[src/rtl/control_pkg.sv]
// Shared control-bundle layout, forwarding encodings and the bubble constant
// used by the decoder and the pipeline control registers.
package control_pkg;

    localparam int unsigned WB_WIDTH   = 2;
    localparam int unsigned MEM_WIDTH  = 2;
    localparam int unsigned CALC_WIDTH = 4;

    localparam int unsigned REG_WRITE  = 1;
    localparam int unsigned MEM_TO_REG = 0;
    localparam int unsigned MEM_READ   = 1;
    localparam int unsigned MEM_WRITE  = 0;
    localparam int unsigned REG_DST    = 3;
    localparam int unsigned ALU_OP_MSB = 2;
    localparam int unsigned ALU_OP_LSB = 1;
    localparam int unsigned ALU_SRC    = 0;

    typedef logic [1:0] fwd_sel_t;

    localparam fwd_sel_t FWD_REG = 2'b00;
    localparam fwd_sel_t FWD_MEM = 2'b10;
    localparam fwd_sel_t FWD_WB  = 2'b01;

    typedef struct packed {
        logic [CALC_WIDTH-1:0] calc;
        logic [MEM_WIDTH-1:0]  mem;
        logic [WB_WIDTH-1:0]   wb;
    } ctrl_t;

    localparam ctrl_t BUBBLE = '0;

endpackage

[src/rtl/forward_unit.sv]
// EX-stage operand forwarding select for one source register.
// MEM wins over WB because it holds the newer result.
module forward_unit
    import control_pkg::*;
#(
    parameter int unsigned REG_ADDR_WIDTH = 5,
    parameter int unsigned ZERO_REG       = 0
) (
    input  logic [REG_ADDR_WIDTH-1:0] src_i,
    input  logic                      mem_reg_write_i,
    input  logic [REG_ADDR_WIDTH-1:0] mem_dest_i,
    input  logic                      wb_reg_write_i,
    input  logic [REG_ADDR_WIDTH-1:0] wb_dest_i,
    output fwd_sel_t                  sel_o
);

    localparam logic [REG_ADDR_WIDTH-1:0] ZeroReg = REG_ADDR_WIDTH'(ZERO_REG);

    always_comb begin
        sel_o = FWD_REG;
        if (mem_reg_write_i && (mem_dest_i != ZeroReg) && (mem_dest_i == src_i)) begin
            sel_o = FWD_MEM;
        end else if (wb_reg_write_i && (wb_dest_i != ZeroReg) && (wb_dest_i == src_i)) begin
            sel_o = FWD_WB;
        end
    end

endmodule

[src/rtl/control_pipeline.sv]
// Carries decoded control bundles through ID/EX, EX/MEM and MEM/WB, inserting
// bubbles on load-use, flush and invalid issue, and drives EX forwarding selects.
module control_pipeline
    import control_pkg::*;
#(
    parameter int unsigned REG_ADDR_WIDTH = 5,
    parameter int unsigned ZERO_REG       = 0
) (
    input  logic                      clk,
    input  logic                      reset,
    input  logic                      idValid,
    input  logic [WB_WIDTH-1:0]       idWriteBackControl,
    input  logic [MEM_WIDTH-1:0]      idMemAccessControl,
    input  logic [CALC_WIDTH-1:0]     idCalculationControl,
    input  logic [REG_ADDR_WIDTH-1:0] idRs,
    input  logic [REG_ADDR_WIDTH-1:0] idRt,
    input  logic [REG_ADDR_WIDTH-1:0] idRd,
    input  logic                      extStall,
    input  logic                      flush,
    output logic                      hazardStall,
    output logic [CALC_WIDTH-1:0]     exCalculationControl,
    output logic [MEM_WIDTH-1:0]      exMemAccessControl,
    output logic [WB_WIDTH-1:0]       exWriteBackControl,
    output logic [REG_ADDR_WIDTH-1:0] exRs,
    output logic [REG_ADDR_WIDTH-1:0] exRt,
    output logic [MEM_WIDTH-1:0]      memMemAccessControl,
    output logic [WB_WIDTH-1:0]       memWriteBackControl,
    output logic [REG_ADDR_WIDTH-1:0] memDest,
    output logic [WB_WIDTH-1:0]       wbWriteBackControl,
    output logic [REG_ADDR_WIDTH-1:0] wbDest,
    output logic [1:0]                forwardA,
    output logic [1:0]                forwardB
);

    localparam logic [REG_ADDR_WIDTH-1:0] ZeroReg = REG_ADDR_WIDTH'(ZERO_REG);

    ctrl_t                     ex_ctrl_q, ex_ctrl_d;
    logic [REG_ADDR_WIDTH-1:0] ex_rs_q, ex_rs_d, ex_rt_q, ex_rt_d, ex_rd_q, ex_rd_d;
    logic [MEM_WIDTH-1:0]      mem_mem_q, mem_mem_d;
    logic [WB_WIDTH-1:0]       mem_wb_q, mem_wb_d;
    logic [REG_ADDR_WIDTH-1:0] mem_dest_q, mem_dest_d;
    logic [WB_WIDTH-1:0]       wb_wb_q, wb_wb_d;
    logic [REG_ADDR_WIDTH-1:0] wb_dest_q, wb_dest_d;
    logic                      load_use;

    assign load_use = ex_ctrl_q.mem[MEM_READ] && (ex_rt_q != ZeroReg) && idValid &&
                      ((ex_rt_q == idRs) || (ex_rt_q == idRt));
    assign hazardStall = load_use && !extStall;

    always_comb begin
        ex_ctrl_d  = ex_ctrl_q;
        ex_rs_d    = ex_rs_q;
        ex_rt_d    = ex_rt_q;
        ex_rd_d    = ex_rd_q;
        mem_mem_d  = mem_mem_q;
        mem_wb_d   = mem_wb_q;
        mem_dest_d = mem_dest_q;
        wb_wb_d    = wb_wb_q;
        wb_dest_d  = wb_dest_q;
        // extStall freezes everything, which also defers any pending flush.
        if (!extStall) begin
            wb_wb_d    = mem_wb_q;
            wb_dest_d  = mem_dest_q;
            mem_mem_d  = ex_ctrl_q.mem;
            mem_wb_d   = ex_ctrl_q.wb;
            mem_dest_d = ex_ctrl_q.calc[REG_DST] ? ex_rd_q : ex_rt_q;
            if (flush || load_use || !idValid) begin
                ex_ctrl_d = BUBBLE;
                ex_rs_d   = '0;
                ex_rt_d   = '0;
                ex_rd_d   = '0;
            end else begin
                ex_ctrl_d = '{calc: idCalculationControl, mem: idMemAccessControl,
                              wb: idWriteBackControl};
                ex_rs_d   = idRs;
                ex_rt_d   = idRt;
                ex_rd_d   = idRd;
            end
        end
    end

    always_ff @(posedge clk or posedge reset) begin
        if (reset) begin
            ex_ctrl_q  <= BUBBLE;
            ex_rs_q    <= '0;
            ex_rt_q    <= '0;
            ex_rd_q    <= '0;
            mem_mem_q  <= '0;
            mem_wb_q   <= '0;
            mem_dest_q <= '0;
            wb_wb_q    <= '0;
            wb_dest_q  <= '0;
        end else begin
            ex_ctrl_q  <= ex_ctrl_d;
            ex_rs_q    <= ex_rs_d;
            ex_rt_q    <= ex_rt_d;
            ex_rd_q    <= ex_rd_d;
            mem_mem_q  <= mem_mem_d;
            mem_wb_q   <= mem_wb_d;
            mem_dest_q <= mem_dest_d;
            wb_wb_q    <= wb_wb_d;
            wb_dest_q  <= wb_dest_d;
        end
    end

    assign exCalculationControl = ex_ctrl_q.calc;
    assign exMemAccessControl   = ex_ctrl_q.mem;
    assign exWriteBackControl   = ex_ctrl_q.wb;
    assign exRs                 = ex_rs_q;
    assign exRt                 = ex_rt_q;
    assign memMemAccessControl  = mem_mem_q;
    assign memWriteBackControl  = mem_wb_q;
    assign memDest              = mem_dest_q;
    assign wbWriteBackControl   = wb_wb_q;
    assign wbDest               = wb_dest_q;

    forward_unit #(
        .REG_ADDR_WIDTH(REG_ADDR_WIDTH),
        .ZERO_REG      (ZERO_REG)
    ) u_forward_a (
        .src_i          (ex_rs_q),
        .mem_reg_write_i(mem_wb_q[REG_WRITE]),
        .mem_dest_i     (mem_dest_q),
        .wb_reg_write_i (wb_wb_q[REG_WRITE]),
        .wb_dest_i      (wb_dest_q),
        .sel_o          (forwardA)
    );

    forward_unit #(
        .REG_ADDR_WIDTH(REG_ADDR_WIDTH),
        .ZERO_REG      (ZERO_REG)
    ) u_forward_b (
        .src_i          (ex_rt_q),
        .mem_reg_write_i(mem_wb_q[REG_WRITE]),
        .mem_dest_i     (mem_dest_q),
        .wb_reg_write_i (wb_wb_q[REG_WRITE]),
        .wb_dest_i      (wb_dest_q),
        .sel_o          (forwardB)
    );

endmodule

[config.mk]
export PLATFORM = sky130hd
export DESIGN_NAME = control_pipeline
export DESIGN_NICKNAME = d
export VERILOG_FILES = /design/src/rtl/control_pkg.sv /design/src/rtl/forward_unit.sv /design/src/rtl/control_pipeline.sv
export SDC_FILE = /design/constraint.sdc
export NUM_CORES = 1
export LEC_CHECK = 0
export ABC_AREA = 1
export BUFFER_PORTS_ARGS = -buffer_cell sky130_fd_sc_hd__buf_2
export CORE_AREA = 2 2 82 84
export CTS_BUF_LIST = sky130_fd_sc_hd__clkbuf_4 sky130_fd_sc_hd__clkbuf_8
export DETAILED_ROUTE_END_ITERATION = 16
export DIE_AREA = 0 0 84 86
export PLACE_DENSITY = 0.63
export RECOVER_POWER = 100
export SLEW_MARGIN = 20
export SYNTH_ARGS = -nofsm -noshare
export SYNTH_HDL_FRONTEND = slang
export SYNTH_SLANG_ARGS = --single-unit
[constraint.sdc]
create_clock -name clk -period 3.2 [get_ports clk]
set_clock_uncertainty 0.05 [all_clocks]
set_input_delay 0.48 -clock clk [delete_from_list [all_inputs] [get_ports clk]]
set_output_delay 0.48 -clock clk [all_outputs]
set_load 0.05 [all_outputs]
# Word level (Yosys, flattened, before mapping)
# Cells that the tools add are included.
[classes]
n_addsub = 0
multipliers = 0
n_div = 0
n_lt_le_gt_ge = 0
eq_ne = 6
shifts = 0
mux = 9
bitwise_logic = 0
n_reduce_logical = 18
[op_table]
columns = ["op", "count"]
rows = [
  ["$eq A5 B5 Y1", 6],
  ["$mux W5", 4],
  ["$reduce_bool A5 Y1", 3],
  ["$logic_and A1 B1 Y1", 10],
  ["$mux W8", 1],
  ["$mux W2", 2],
  ["$logic_or A1 B1 Y1", 3],
  ["$logic_not A1 Y1", 2],
  ["$mux W1", 2],
]
[totals]
ff_bits = 39
latch_bits = 0
mem_bits_rw = 0
romBits = 0
in_bits = 28
elab_cells = 44
n_memories = 0

# Logic depth before layout (Yosys ltp)
[depth]
ltp_word = 7
mapped_depth = 11

# Cells and area by module
# Synthesis repeated with hierarchy kept, for this count alone.
[hier_totals]
hier_cells = 369
area_unflattened_um2 = 2368.5
[modules_own_cells]
columns = ["module", "n_inst", "cells_each", "area_each_um2"]
rows = [
  ["control_pipeline", 1, 269, 1940.6],
  ["forward_unit", 2, 50, 214.0],
]

# Worst setup path before layout
# Ideal clock, no wire load.
[synth_path]
kind = "register -> output"
startpoint = "reg ex_rt_q[1] (netlist: exRt[1])"
endpoint = "out forwardB[0]"
arrival_time_ps = 2801
required_ps = 2670
slack_ps = -131
stages_incl_launch_ff = 7
cell_sequence = "dfrtp_1 buf_4 xor2_1 a21oi_1 nand3_1 nor3_1 nor2_1"
[synth_via]
elab_chain_cells = 4
word_cells_on_any_way = 6
cone_classes = "eq/ne (2); mux (2); reduce/logical (2)"
[synth_lines]
columns = ["element", "line_no", "text"]
rows = [
  ["start, declared", "control_pipeline.sv:38", "logic [REG_ADDR_WIDTH-1:0] ex_rs_q, ex_rs_d, ex_rt_q, ex_rt_d, ex_rd_q, ex_rd_d;"],
  ["start signal, assigned", "control_pipeline.sv:96", "ex_rt_q <= ex_rt_d;"],
  ["$eq A5 B5 Y1", "forward_unit.sv:23", "end else if (wb_reg_write_i && (wb_dest_i != ZeroReg) && (wb_dest_i == src_i)) begin"],
  ["$logic_and A1 B1 Y1", "forward_unit.sv:23", ""],
  ["$mux W1", "forward_unit.sv:23", ""],
  ["$mux W2 *", "forward_unit.sv:21", "if (mem_reg_write_i && (mem_dest_i != ZeroReg) && (mem_dest_i == src_i)) begin"],
  ["end, declared", "control_pipeline.sv:32", "output logic [1:0] forwardB"],
]
# Every way passes the cells marked *; elsewhere a longest branch is shown, timed or not.

# Worst setup path in the final report
[layout_path]
startpoint = "reg ex_rt_q[3] (netlist: exRt[3])"
endpoint = "out hazardStall"
[layout_via]
elab_chain_cells = 5
word_cells_on_any_way = 8
cone_classes = "eq/ne (2); reduce/logical (6)"
[layout_lines]
columns = ["element", "line_no", "text"]
rows = [
  ["$reduce_bool A5 Y1", "control_pipeline.sv:46", "assign load_use = ex_ctrl_q.mem[MEM_READ] && (ex_rt_q != ZeroReg) && idValid &&"],
  ["$logic_and A1 B1 Y1 (2 in a row)", "control_pipeline.sv:46", ""],
  ["$logic_and A1 B1 Y1 *", "control_pipeline.sv:46", ""],
  ["$logic_and A1 B1 Y1 *", "control_pipeline.sv:48", "assign hazardStall = load_use && !extStall;"],
  ["end, declared", "control_pipeline.sv:20", "output logic hazardStall,"],
]
# Marked as above.

==> run metrics <==
status=complete, but fails checks; failing checks=max-capacitance violations, max-slew violations; Least-Margin Pin Slew=2135 ps; Final HPWL DP=4.296 mm; post-CTS sizing=0; Clock Path Buffers=2; total track usage=0.1680; Lkg Pwr=1.473 nW; post-synthesis xor/xnor area fraction=0.06779; Post-Synth Simple-Gate Area=0.3695; Unique masters post-synth=23; Min Hold Slack=around 430 ps; Iter 0 DRT Violations=69; row cnt=29; most frequent cells in the layout=nand2_1, clkbuf_1, dfrtp_1, inv_1, nor2_1; Setup crit start kind=flip-flop; worst r2r src=exRt[3]$_DFFE_PP0N_; Crit Path Max Fanout=24; clk slew on worst S/H paths=approximately 80 ps; main combinational cell family by area after synthesis=simple AND/OR/NAND/NOR gates; Area Overhead vs Synth=11.98%; Min-Delay Path Class=reg -> reg; Fin. Hold Viols=0; latest clock arrival within the worst-skew pair=~290 ps; DR WL/cell=~13 um; placed insts=about 450; Setup CP Type=reg -> out; WHS Path Cells=2; largest net degree at the start of global routing=40; Slowest-stage cell, CP=dfrtp_1; #FFs+latches synth=39; Root Buffer=clkbuf_8; Max Freq=roughly 370 MHz; max incr delay on CP=560 ps; max-cap check violation count=1; final antenna-violating net count=0; sequential power share=0.466; drt drc=0; vias=2123; diode count=0; io pins=between 60 and 70; Post-Synth Adder-Cell Area=0; Post-Syn Nets=approximately 350; drt via density=about 4.7; HP Start=wbWriteBackControl[0]$_DFFE_PP0N_; total gr overflow=0; Critical Path Sink Type=output port; PnR Total Power=roughly 0.0012 W; most repeated library cell on the critical path=nand2_1; RSZ-0062 raised after global routing=false; average size of a mapped cell=7.671 um^2; worst reg2reg setup slack=1510 ps; clock share of power=0.278; global-route wire length before repair=between 9 and 10 mm; compound-cell area share of the yosys netlist=0.03670; Final setup viols=0; mapped cell area=2455 um^2; Max-slew headroom=-0.4235; core region area=between 6000 and 7000 um^2; gp weighted congestion=between 0.8 and 0.9; Switch Pwr=~0.00044 W; Logic pwr share=0.256; Mapped Cells=320; drt pass-1 iters=4; Hold-fix buffers, CTS=0; most common cell after layout, fill and taps aside=nand2_1; TritonCTS Buffers=5; final wirelength=approximately 5.8 mm; CP delay by family, top=simple AND/OR/NAND/NOR gates; reg2reg end=exRs[3]$_DFFE_PP0N_; CP Buf/Inv Count=2; Starting Density=0.3911; share of cells above drive strength 1=0.2063; Die Wd=~84 um; I/O Buffers=66; final worst-path cycle share=0.8540; total negative slack=0 ps; Min-Delay Endpoint=wbWriteBackControl[0]$_DFFE_PP0N_; CP arrival=between 2000 and 2500 ps; initial antenna violation count=0; post-synthesis sequential area ratio=0.3976; NumNets Final=405; final cell count without fillers=roughly 460; die height=between 80 and 90 um; Max rail drop VDD=approximately 0.17 mV; final core utilization=0.4379; Die Area=around 7200 um^2; CP cell instances=inv_1, nand2_1, nand2_1, nor2_1, nand3_1, nand2_1, nand2_4, nor2_2, clkbuf_1; min cycle time layout=roughly 2700 ps; vias in the first global route=2079; r2r worst-path depth=9; clock sinks=39; Pins Over Slew Limit=40; Synth Warn #=0; Sw Ratio=0.3622; PwrDens=444.8 nW/um^2; mux cell area share after synthesis=0; H-tree depth=2; post-CTS setup buffers=0; CP required=~2700 ps; internal power=approximately 0.0008 W; CTS tree=done
registers in the layout, summed over array words and instances, names as in the netlist, 4 cells and up:
signal / count
ex_rd_q: 5
exCalculationControl: 4
exRt: 5
wbDest: 5
exRs: 5
memDest: 5
worst max path at each step:
stage	start	to	cells after the start
after floorplan	exRt[1]$_DFFE_PP0N_	forwardB[0]	6
after global placement	exRt[3]$_DFFE_PP0N_	hazardStall	9
after global routing	exRt[3]$_DFFE_PP0N_	hazardStall	9
after CTS	exRt[3]$_DFFE_PP0N_	hazardStall	9
after detailed placement	exRt[3]$_DFFE_PP0N_	hazardStall	9
final	exRt[3]$_DFFE_PP0N_	hazardStall	9
final cells by class:
class / count / area (um^2)
clock buffer: 7 / 83.83
inverter: 41 / 161.4
tap: 77 / 96.34
timing repair buffer: 70 / 302.8
clock inverter: 1 / 5.005
multi-input combinational: 220 / 1124
sequential: 39 / 975.9
fill: 703 / 3528
through the flow:
step	setup slack, ps	cell area [um^2]
floorplan	430.1	2460
global placement	989.4	2765
detailed placement	1006	2765
CTS	682.2	2854
global route	301.8	2749
finish	467.2	2749
synth_stat cells:
master,instances,area [um^2]
nand2_2,23,143.9
buf_12,2,40.04
dfrtp_1,39,975.9
inv_4,3,18.77
buf_6,3,33.78
nor3_1,3,15.01
nor2_2,1,6.260
nor2_1,35,131.4
a21oi_1,1,5.000
clkbuf_1,8,30.03
nand3_1,11,55.05
nand2_4,1,11.26
xnor2_1,10,87.58
buf_2,1,5.000
o21ai_0,17,85.08
inv_1,35,131.4
nor3_2,1,10.01
xor2_1,9,78.83
nand2_1,85,319.1
buf_4,6,45.04
nand3_2,19,190.2
inv_2,3,11.26
nand4_1,4,25.02
cell families after synthesis:
group / Yosys count
flip-flops: 39
AO/OA/AOI/OAI: 18
AND/OR/NAND/NOR: 183
XOR/XNOR: 19
buffers and inverters: 61
worst min-delay path: stages (launching register included):
cell     delay (ps)
dfrtp_1         350
nand2_1          50
nand2_1          60
power by group through the flow:
stage | sequential (W) | combinational [W] | clock (W)
final | 0.000570 | 0.000313 | 0.000340
after global routing | 0.000576 | 0.000345 | 0.000371
after CTS | 0.000570 | 0.000330 | 0.000348
after detailed placement | 0.000579 | 0.000330 | 0
after global placement | 0.000579 | 0.000328 | 0
after floorplan | 0.000658 | 0.000169 | 0
metal layers:
layer  wire, um  track usage
met2       2719       0.2829
met3        231      0.03369
met1       2767       0.2188
met5          0            0
met4         75      0.05279
Power figures use the tool's default switching activity.
